==> config.mk <==
export PLATFORM = sky130hd
export DESIGN_NAME = uart_tx_arbiter
export DESIGN_NICKNAME = d
export VERILOG_FILES = /design/src/rtl/uart_tx_arbiter.sv
export SDC_FILE = /design/constraint.sdc
export NUM_CORES = 1
export LEC_CHECK = 0
export BUFFER_PORTS_ARGS = -buffer_cell sky130_fd_sc_hd__buf_2
export CORE_UTILIZATION = 25
export DETAILED_ROUTE_END_ITERATION = 10
export HOLD_SLACK_MARGIN = 0.03
export PLACE_DENSITY = 0.43
export SLEW_MARGIN = 40
export SYNTH_ARGS = -nofsm -noshare
export SYNTH_HDL_FRONTEND = slang
export SYNTH_SLANG_ARGS = --single-unit
==> constraint.sdc <==
create_clock -name clk -period 4.5 [get_ports clk]
set_input_delay 0.45 -clock clk [delete_from_list [all_inputs] [get_ports clk]]
set_output_delay 0.45 -clock clk [all_outputs]
set_load 0.005 [all_outputs]
==> src/rtl/uart_tx_arbiter.sv <==
// ----------------------------------------------------------------------------
// uart_tx_arbiter
//
// Shares a single UART transmitter between NUM_REQ byte producers. Requesters
// are served round-robin starting after the last owner. The granted byte is
// latched onto tx_data, the transmitter is strobed with tx_drive until it
// reports tx_active, and the arbiter then waits for the frame to end. A short
// idle gap follows every completed frame before the next grant.
//
// Ports:
//   clk          system clock
//   rst          synchronous, active-high reset
//   req          per-requester request level, held until granted
//   req_data     byte i on bits [8i+7:8i]
//   gnt          one-hot, one-cycle pulse: byte of that requester accepted
//   done         one-hot, one-cycle pulse: that requester's frame finished
//   tx_drive     start strobe to the transmitter
//   tx_data      byte to the transmitter, stable from grant to frame end
//   tx_active    transmitter busy flag
//   owner        index of the current or last granted requester
//   busy         high in every state except IDLE
//   timeout_err  one-cycle pulse: transmitter never went active
// ----------------------------------------------------------------------------
module uart_tx_arbiter #(
    parameter int NUM_REQ       = 4,
    parameter int START_TIMEOUT = 2048,
    parameter int GAP_CYCLES    = 16,
    localparam int OW           = (NUM_REQ > 1) ? $clog2(NUM_REQ) : 1
) (
    input  logic                   clk,
    input  logic                   rst,
    input  logic [NUM_REQ-1:0]     req,
    input  logic [8*NUM_REQ-1:0]   req_data,
    output logic [NUM_REQ-1:0]     gnt,
    output logic [NUM_REQ-1:0]     done,
    output logic                   tx_drive,
    output logic [7:0]             tx_data,
    input  logic                   tx_active,
    output logic [OW-1:0]          owner,
    output logic                   busy,
    output logic                   timeout_err
);

    typedef enum logic [1:0] {
        IDLE,
        DRIVE,
        WAIT_DONE,
        GAP
    } state_t;

    localparam logic [15:0]        TIMEOUT_LAST = 16'(START_TIMEOUT - 1);
    // A zero gap still spends the single GAP cycle that follows done.
    localparam logic [15:0]        GAP_LAST     = 16'((GAP_CYCLES == 0) ? 0 : GAP_CYCLES - 1);
    localparam logic [OW-1:0]      OWNER_RESET  = OW'(NUM_REQ - 1);
    localparam logic [NUM_REQ-1:0] ONE_HOT      = NUM_REQ'(1);

    state_t               state_q, state_d;
    logic [15:0]          counter_q, counter_d;
    logic [OW-1:0]        owner_q, owner_d;
    logic [7:0]           tx_data_q, tx_data_d;
    logic [NUM_REQ-1:0]   gnt_q, gnt_d;
    logic [NUM_REQ-1:0]   done_q, done_d;
    logic                 timeout_q, timeout_d;

    logic [15:0]          counterInc;
    logic [OW-1:0]        sel;
    logic                 found;

    // Saturating increment shared by the DRIVE and GAP counts.
    assign counterInc = (counter_q == 16'hFFFF) ? counter_q : counter_q + 16'd1;

    // Round-robin search: the first pending request after the last owner,
    // wrapping around, so the previous owner is always considered last.
    always_comb begin
        sel   = owner_q;
        found = 1'b0;
        for (int k = 1; k <= NUM_REQ; k++) begin
            if (!found && req[(int'(owner_q) + k) % NUM_REQ]) begin
                found = 1'b1;
                sel   = OW'((int'(owner_q) + k) % NUM_REQ);
            end
        end
    end

    // Next-state logic. Pulsed outputs default low every cycle; tx_data and
    // owner only change when a grant is issued in IDLE.
    always_comb begin
        state_d   = state_q;
        counter_d = counter_q;
        owner_d   = owner_q;
        tx_data_d = tx_data_q;
        gnt_d     = '0;
        done_d    = '0;
        timeout_d = 1'b0;

        case (state_q)
            IDLE: begin
                if (found) begin
                    owner_d   = sel;
                    tx_data_d = req_data[int'(sel)*8 +: 8];
                    gnt_d     = ONE_HOT << sel;
                    counter_d = '0;
                    state_d   = DRIVE;
                end
            end

            DRIVE: begin
                counter_d = counterInc;
                // tx_active has priority over a timeout in the same cycle.
                if (tx_active) begin
                    state_d = WAIT_DONE;
                end else if (counter_q >= TIMEOUT_LAST) begin
                    timeout_d = 1'b1;
                    state_d   = IDLE;
                end
            end

            WAIT_DONE: begin
                if (!tx_active) begin
                    done_d    = ONE_HOT << owner_q;
                    counter_d = '0;
                    state_d   = GAP;
                end
            end

            GAP: begin
                if (counter_q >= GAP_LAST) begin
                    state_d = IDLE;
                end else begin
                    counter_d = counterInc;
                end
            end

            default: begin
                state_d = IDLE;
            end
        endcase
    end

    // State and output registers. Reset drops any frame in flight without
    // a done pulse and hands first priority back to requester 0.
    always_ff @(posedge clk) begin
        if (rst) begin
            state_q   <= IDLE;
            counter_q <= '0;
            owner_q   <= OWNER_RESET;
            tx_data_q <= 8'h00;
            gnt_q     <= '0;
            done_q    <= '0;
            timeout_q <= 1'b0;
        end else begin
            state_q   <= state_d;
            counter_q <= counter_d;
            owner_q   <= owner_d;
            tx_data_q <= tx_data_d;
            gnt_q     <= gnt_d;
            done_q    <= done_d;
            timeout_q <= timeout_d;
        end
    end

    assign gnt         = gnt_q;
    assign done        = done_q;
    assign timeout_err = timeout_q;
    assign tx_data     = tx_data_q;
    assign owner       = owner_q;
    assign tx_drive    = (state_q == DRIVE);
    assign busy        = (state_q != IDLE);

endmodule
After elaboration in Yosys (flattened, before gate mapping)

Cells that the tools add are included.

Add/sub/neg operators: 5
Magnitude comparators: 6
Eq/ne operators: 9
Shift operators: 3
Mux-type cells: 32
Bitwise operators: 8
Reductions and logical operators: 18

Operators by type and width:

| operator                                              | count |
|---|---|
| 2-to-1 mux 16 bit                                     | 4 |
| case mux 16 bit (4 select lines)                      | 1 |
| variable part select 32 x 6 -> 8 bit                  | 1 |
| 2-to-1 mux 2 bit                                      | 9 |
| adder 16 x 1 -> 16 bit, second input constant         | 1 |
| equality test 16 bit, second input constant           | 1 |
| >= comparator 16 x 11 -> 1 bit, second input constant | 1 |
| >= comparator 16 x 4 -> 1 bit, second input constant  | 1 |
| < comparator 3 x 4 -> 1 bit, second input constant    | 4 |
| 2-to-1 mux 1 bit                                      | 13 |
| OR reduction 3 bit                                    | 3 |
| binary-select mux 1 bit (select 2 bit)                | 4 |
| != test 2 bit, second input constant                  | 4 |
| case mux 2 bit (4 select lines)                       | 1 |
| OR reduction 2 bit                                    | 4 |
| << shifter 1 x 2 -> 4 bit, first input constant       | 2 |
| adder 2 x 1 -> 2 bit, second input constant           | 2 |
| adder 2 bit, second input constant                    | 2 |
| AND 1 bit, first input constant                       | 4 |
| equality test 2 bit, second input constant            | 2 |
| NOT 1 bit                                             | 4 |
| AND reduction 4 bit                                   | 1 |
| logical AND 1 bit                                     | 3 |
| zero test 1 bit                                       | 3 |
| other kinds (6)                                       | 6 |

Bits in registers: 37
Input bits: 39
Output and inout port bits: 21
Word-level logic and storage cells: 88

Longest topological paths before layout

Word-level depth: 18
Mapped depth: 8
Mapped depth without buffers: 6

Worst setup path before layout

OpenSTA, ideal clock, no wires.

Path type: flip-flop to flip-flop
From: register counter_q[4]
To: register counter_q[10]
Setup time: 0.070 ns
Arrival: 1.899 ns
Data required time: 4.430 ns
Slack: 2.530 ns
Stages on the path, launching flop included: 7
Path buffers: 1
Clock period less this slack: 1.970 ns
Cells stage by stage: dfxtp_1 or4_1 a211oi_2 a21oi_2 buf_6 or4_1 a21oi_1

Cells in the longest elaborated chain, start to end: 4
Elaborated cells between the ends (all ways): 8
Classes of those cells: 1 x add/sub; 1 x order compare; 2 x eq/ne; 3 x mux; 1 x reduce/logical

Ends and longest elaborated chain:

| what                                                           | line | source |
|---|---|---|
| from (decl)                                                    | 58   | `logic [15:0] counter_q, counter_d;` |
| from (signal assigned)                                         | 153  | `counter_q <= counter_d;` |
| adder 16 x 1 -> 16 bit or equality test 16 bit (tied branches) | 70   | `assign counterInc = (counter_q == 16'hFFFF) ? counter_q : counter_q + 16'd1;` |
| 2-to-1 mux 16 bit                                              | 70   |  |
| 2-to-1 mux 16 bit                                              | 127  | `if (counter_q >= GAP_LAST) begin` |
| case mux 16 bit (4 select lines)                               | 96   | `case (state_q)` |

Parallel ways exist; a longest one is shown, timed or not. The select of a mux whose other input is x is not followed.
A chain may end at the register's enable or synchronous reset.

Worst setup path in the final report

From: register counter_q[0]
To: register counter_q[15]

Same word-level chain as after synthesis.

==> impl_metrics.csv <==
group,metric,value,unit
run_status,status,"completed",
timing,min_period,2.30,ns
synth,synth_top_area_share,39.5,%
timing,rsz0062_at_grt,"false",
clocking,numClockSinks,37,
setup_path,start_kind,"flop",
setup_path,crit_arrival,2.47,ns
synth,synthTopCellsByCount,"dfxtp_1 (37), nand2_1 (23), a21oi_1 (19)",
place,portBuffers,59,
layout,area_growth,27.2,%
min_path,min_from,"tx_data[7]",
pwr,power,792,µW
die,die_x,88.6,µm
detailed_routing,wl,4720,µm
layout,drive_gt1_share,27.3,%
layout,stdcell_count,374,
synth,syn-instance-count,221,
synth,avgSynthCellArea,8.48,µm²
timing,max_freq,434,MHz
synth,synth_top_cell_by_area,"dfxtp_1",
layout,diodes,0,
detailed_routing,drt-initial-drc-count,68,
setup_path,reg2reg_depth,6,
synth,ys_types,39,
setup_path,r2r_setup_slack,2.20,ns
clocking,cts_resized,0,
clocking,htreeDepth,2,
timing,min_period_over_period,51.2,%
detailed_routing,drc,0,
grt,grt_pass1_vias,1510,
die,dieArea,7850,µm²
detailed_routing,drtAntennaViolNets,0,
clocking,worstSkewPairLatency,0.29,ns
detailed_routing,vias_per_cell,4.85,
setup_path,crit_chain,"ha_1 -> and3_1 -> or3b_2 -> o211ai_1 -> nor4_1 -> mux2i_1",
die,core_area,7250,µm²
synth,yosysWarnings,0,
detailed_routing,vias,1815,
synth,yosysSeqAreaShare,39.5,%
layout,finalNetCount,315,
synth,async_flop_share,0,%
timing,timing.hold.ws,0.465,ns
setup_path,crit_path_max_fanout,11,
detailed_routing,routedWlPerCell,12.6,µm
grt,grt_max_degree,32,
synth,synth_flop_cell,"dfxtp_1",
grt,grtUsageTotal,12.4,%
grt,antenna_found_initial,0,
pwr,power_per_cell_area,332,nW/µm²
detailed_routing,firstDrtPassIters,4,
timing,setup_viol,0,
setup_path,worstPathRequired,4.67,ns
place,routabilityCongestion,0.684,
run,drv_cap,0,
setup_path,slowest_stage,"o211ai_1",
die,row_count,31,
clocking,cts.clk_slew.worst_paths,0.08,ns
die,start_util,25.8,%
setup_path,r2r_end,"counter_q[15]",
clocking,cts_buffers,5,
place,placed_cells,367,
grt,grt_remaining_overflow,0,
die,ios,60,
setup_path,slowest_delay,0.64,ns
timing,hold_violations,0,
min_path,hold-path-cell-count,2,
clocking,post-cts-setup-buffers,0,
clocking,root_buffer,"clkbuf_8",
pwr,power_leakage,0.00101,µW
clocking,cts_hold_buf,0,
pwr,ir_drop,90.0,µV
setup_path,rr_startpoint,"counter_q[0]",
min_path,whs_endpoint,"tx_data[7]",
clocking,cts_tree,"done",
setup_path,endpoint_kind,"flop",
die,die_h,88.6,µm
synth,ys_ff_latch,37,
grt,grt_pass1_wl,7520,µm
synth,syn_area,1870,µm²
synth,yosysMostFrequentCell,"dfxtp_1",
min_path,hold_class,"flop to flop",
timing,clock_skew,0.00675,ns
synth,ys_top_cells_by_area,"dfxtp_1 (40%), mux2i_1 (9.6%), or4_1 (5.2%)",
synth,synth-edff-count,0,
timing,slew_violations,0,
place,place_hpwl,3400,µm
timing,slew_headroom,51.1,%
timing,tightest_slew,0.731,ns
clocking,clk_path_buf_depth,2,
synth,synth_fp_nets,261,
setup_path,path_class,"flop to flop",
timing,fin_tns_setup,0,ns
## critical path, delay by kind of cell, from the launching register on
| kind | cells | cell delay, ns |
|---|---|---|
| AND/OR/NAND/NOR | 3 | 0.85 |
| AO/OA/AOI/OAI | 1 | 0.64 |
| flip-flops | 1 | 0.37 |
| adder cells (fa/ha/maj) | 1 | 0.19 |
| multiplexers | 1 | 0.15 |
## layout make-up
cell class / instances / area [µm²]
clock buffers: 5 / 68.8
clock inverters: 2 / 35.0
repair buffers: 61 / 318
inverters: 4 / 15.0
well taps: 99 / 124
multi-input cells: 166 / 1080
flip-flops and latches: 37 / 741
fillers: 777 / 4870
## how the worst max path moves through the flow
| stage | end | slack [ns] | depth (start not counted) | from |
|---|---|---|---|---|
| after floorplan | counter_q[10] | 2.53 | 6 | counter_q[4] |
| after global placement | counter_q[15] | 2.04 | 6 | counter_q[0] |
| after detailed placement | counter_q[15] | 2.20 | 6 | counter_q[0] |
| after CTS | counter_q[15] | 2.18 | 5 | counter_q[3] |
| after global routing | counter_q[15] | 2.02 | 6 | counter_q[0] |
| final | counter_q[15] | 2.20 | 6 | counter_q[0] |
## per-layer routing
layer	global-route usage (%)	up-vias	wire length (µm)	part of all wire [%]
li1	-	935	-	-
met2	18.8	35	2190	47
met4	3.96	0	62	1.3
met3	2.71	6	163	3.5
met5	0	-	0	0
met1	17.3	839	2300	49
## power breakdown
part / switching (µW) / leakage [µW] / internal (µW)
Clock: 118 / 0.0000540 / 161
Sequential: 18.0 / 0.000301 / 348
Combinational: 73.3 / 0.000654 / 72.9
## cells in the final DEF (no fill, tap or decap), drive strengths merged, types with 4 or more instances in the layout
cell type / n
a21oi: 20
and3: 6
buf: 61
clkbuf: 5
dfxtp: 37
inv: 4
mux2i: 18
nand2: 23
nand2b: 4
nand3: 5
nor2: 18
o21ai: 7
o221ai: 8
o31ai: 11
or3: 5
or4: 13
## sequential cells by signal (all words and copies together) (netlist names), named ones only
signal / flops
counter_q: 16
done: 4
gnt: 4
owner: 2
state_q: 1
timeout_err: 1
tx_data: 8
## kinds of logic (layout without fill, tap and decap cells)
kind of cell    after synthesis  after routing  share of synthesized area (%)
simple gates                 93             93                           26.6
compound gates               54             54                           19.4
flops                        37             37                           39.5
mux                          18             18                           9.61
buf+inv                      18             72                           4.20
fa+ha+maj                     1              1                          0.667
## through the flow
stage	setup WS (ns)	util (%)	cell area [µm²]
2_1_floorplan	2.53	-	1870
3_3_place_gp	2.04	31.0	2250
3_5_place_dp	2.20	31.4	2280
4_1_cts	2.18	32.9	2380
5_1_grt	2.02	32.9	2380
6_report	2.20	32.9	2380
(Power assumes the default switching activity.)
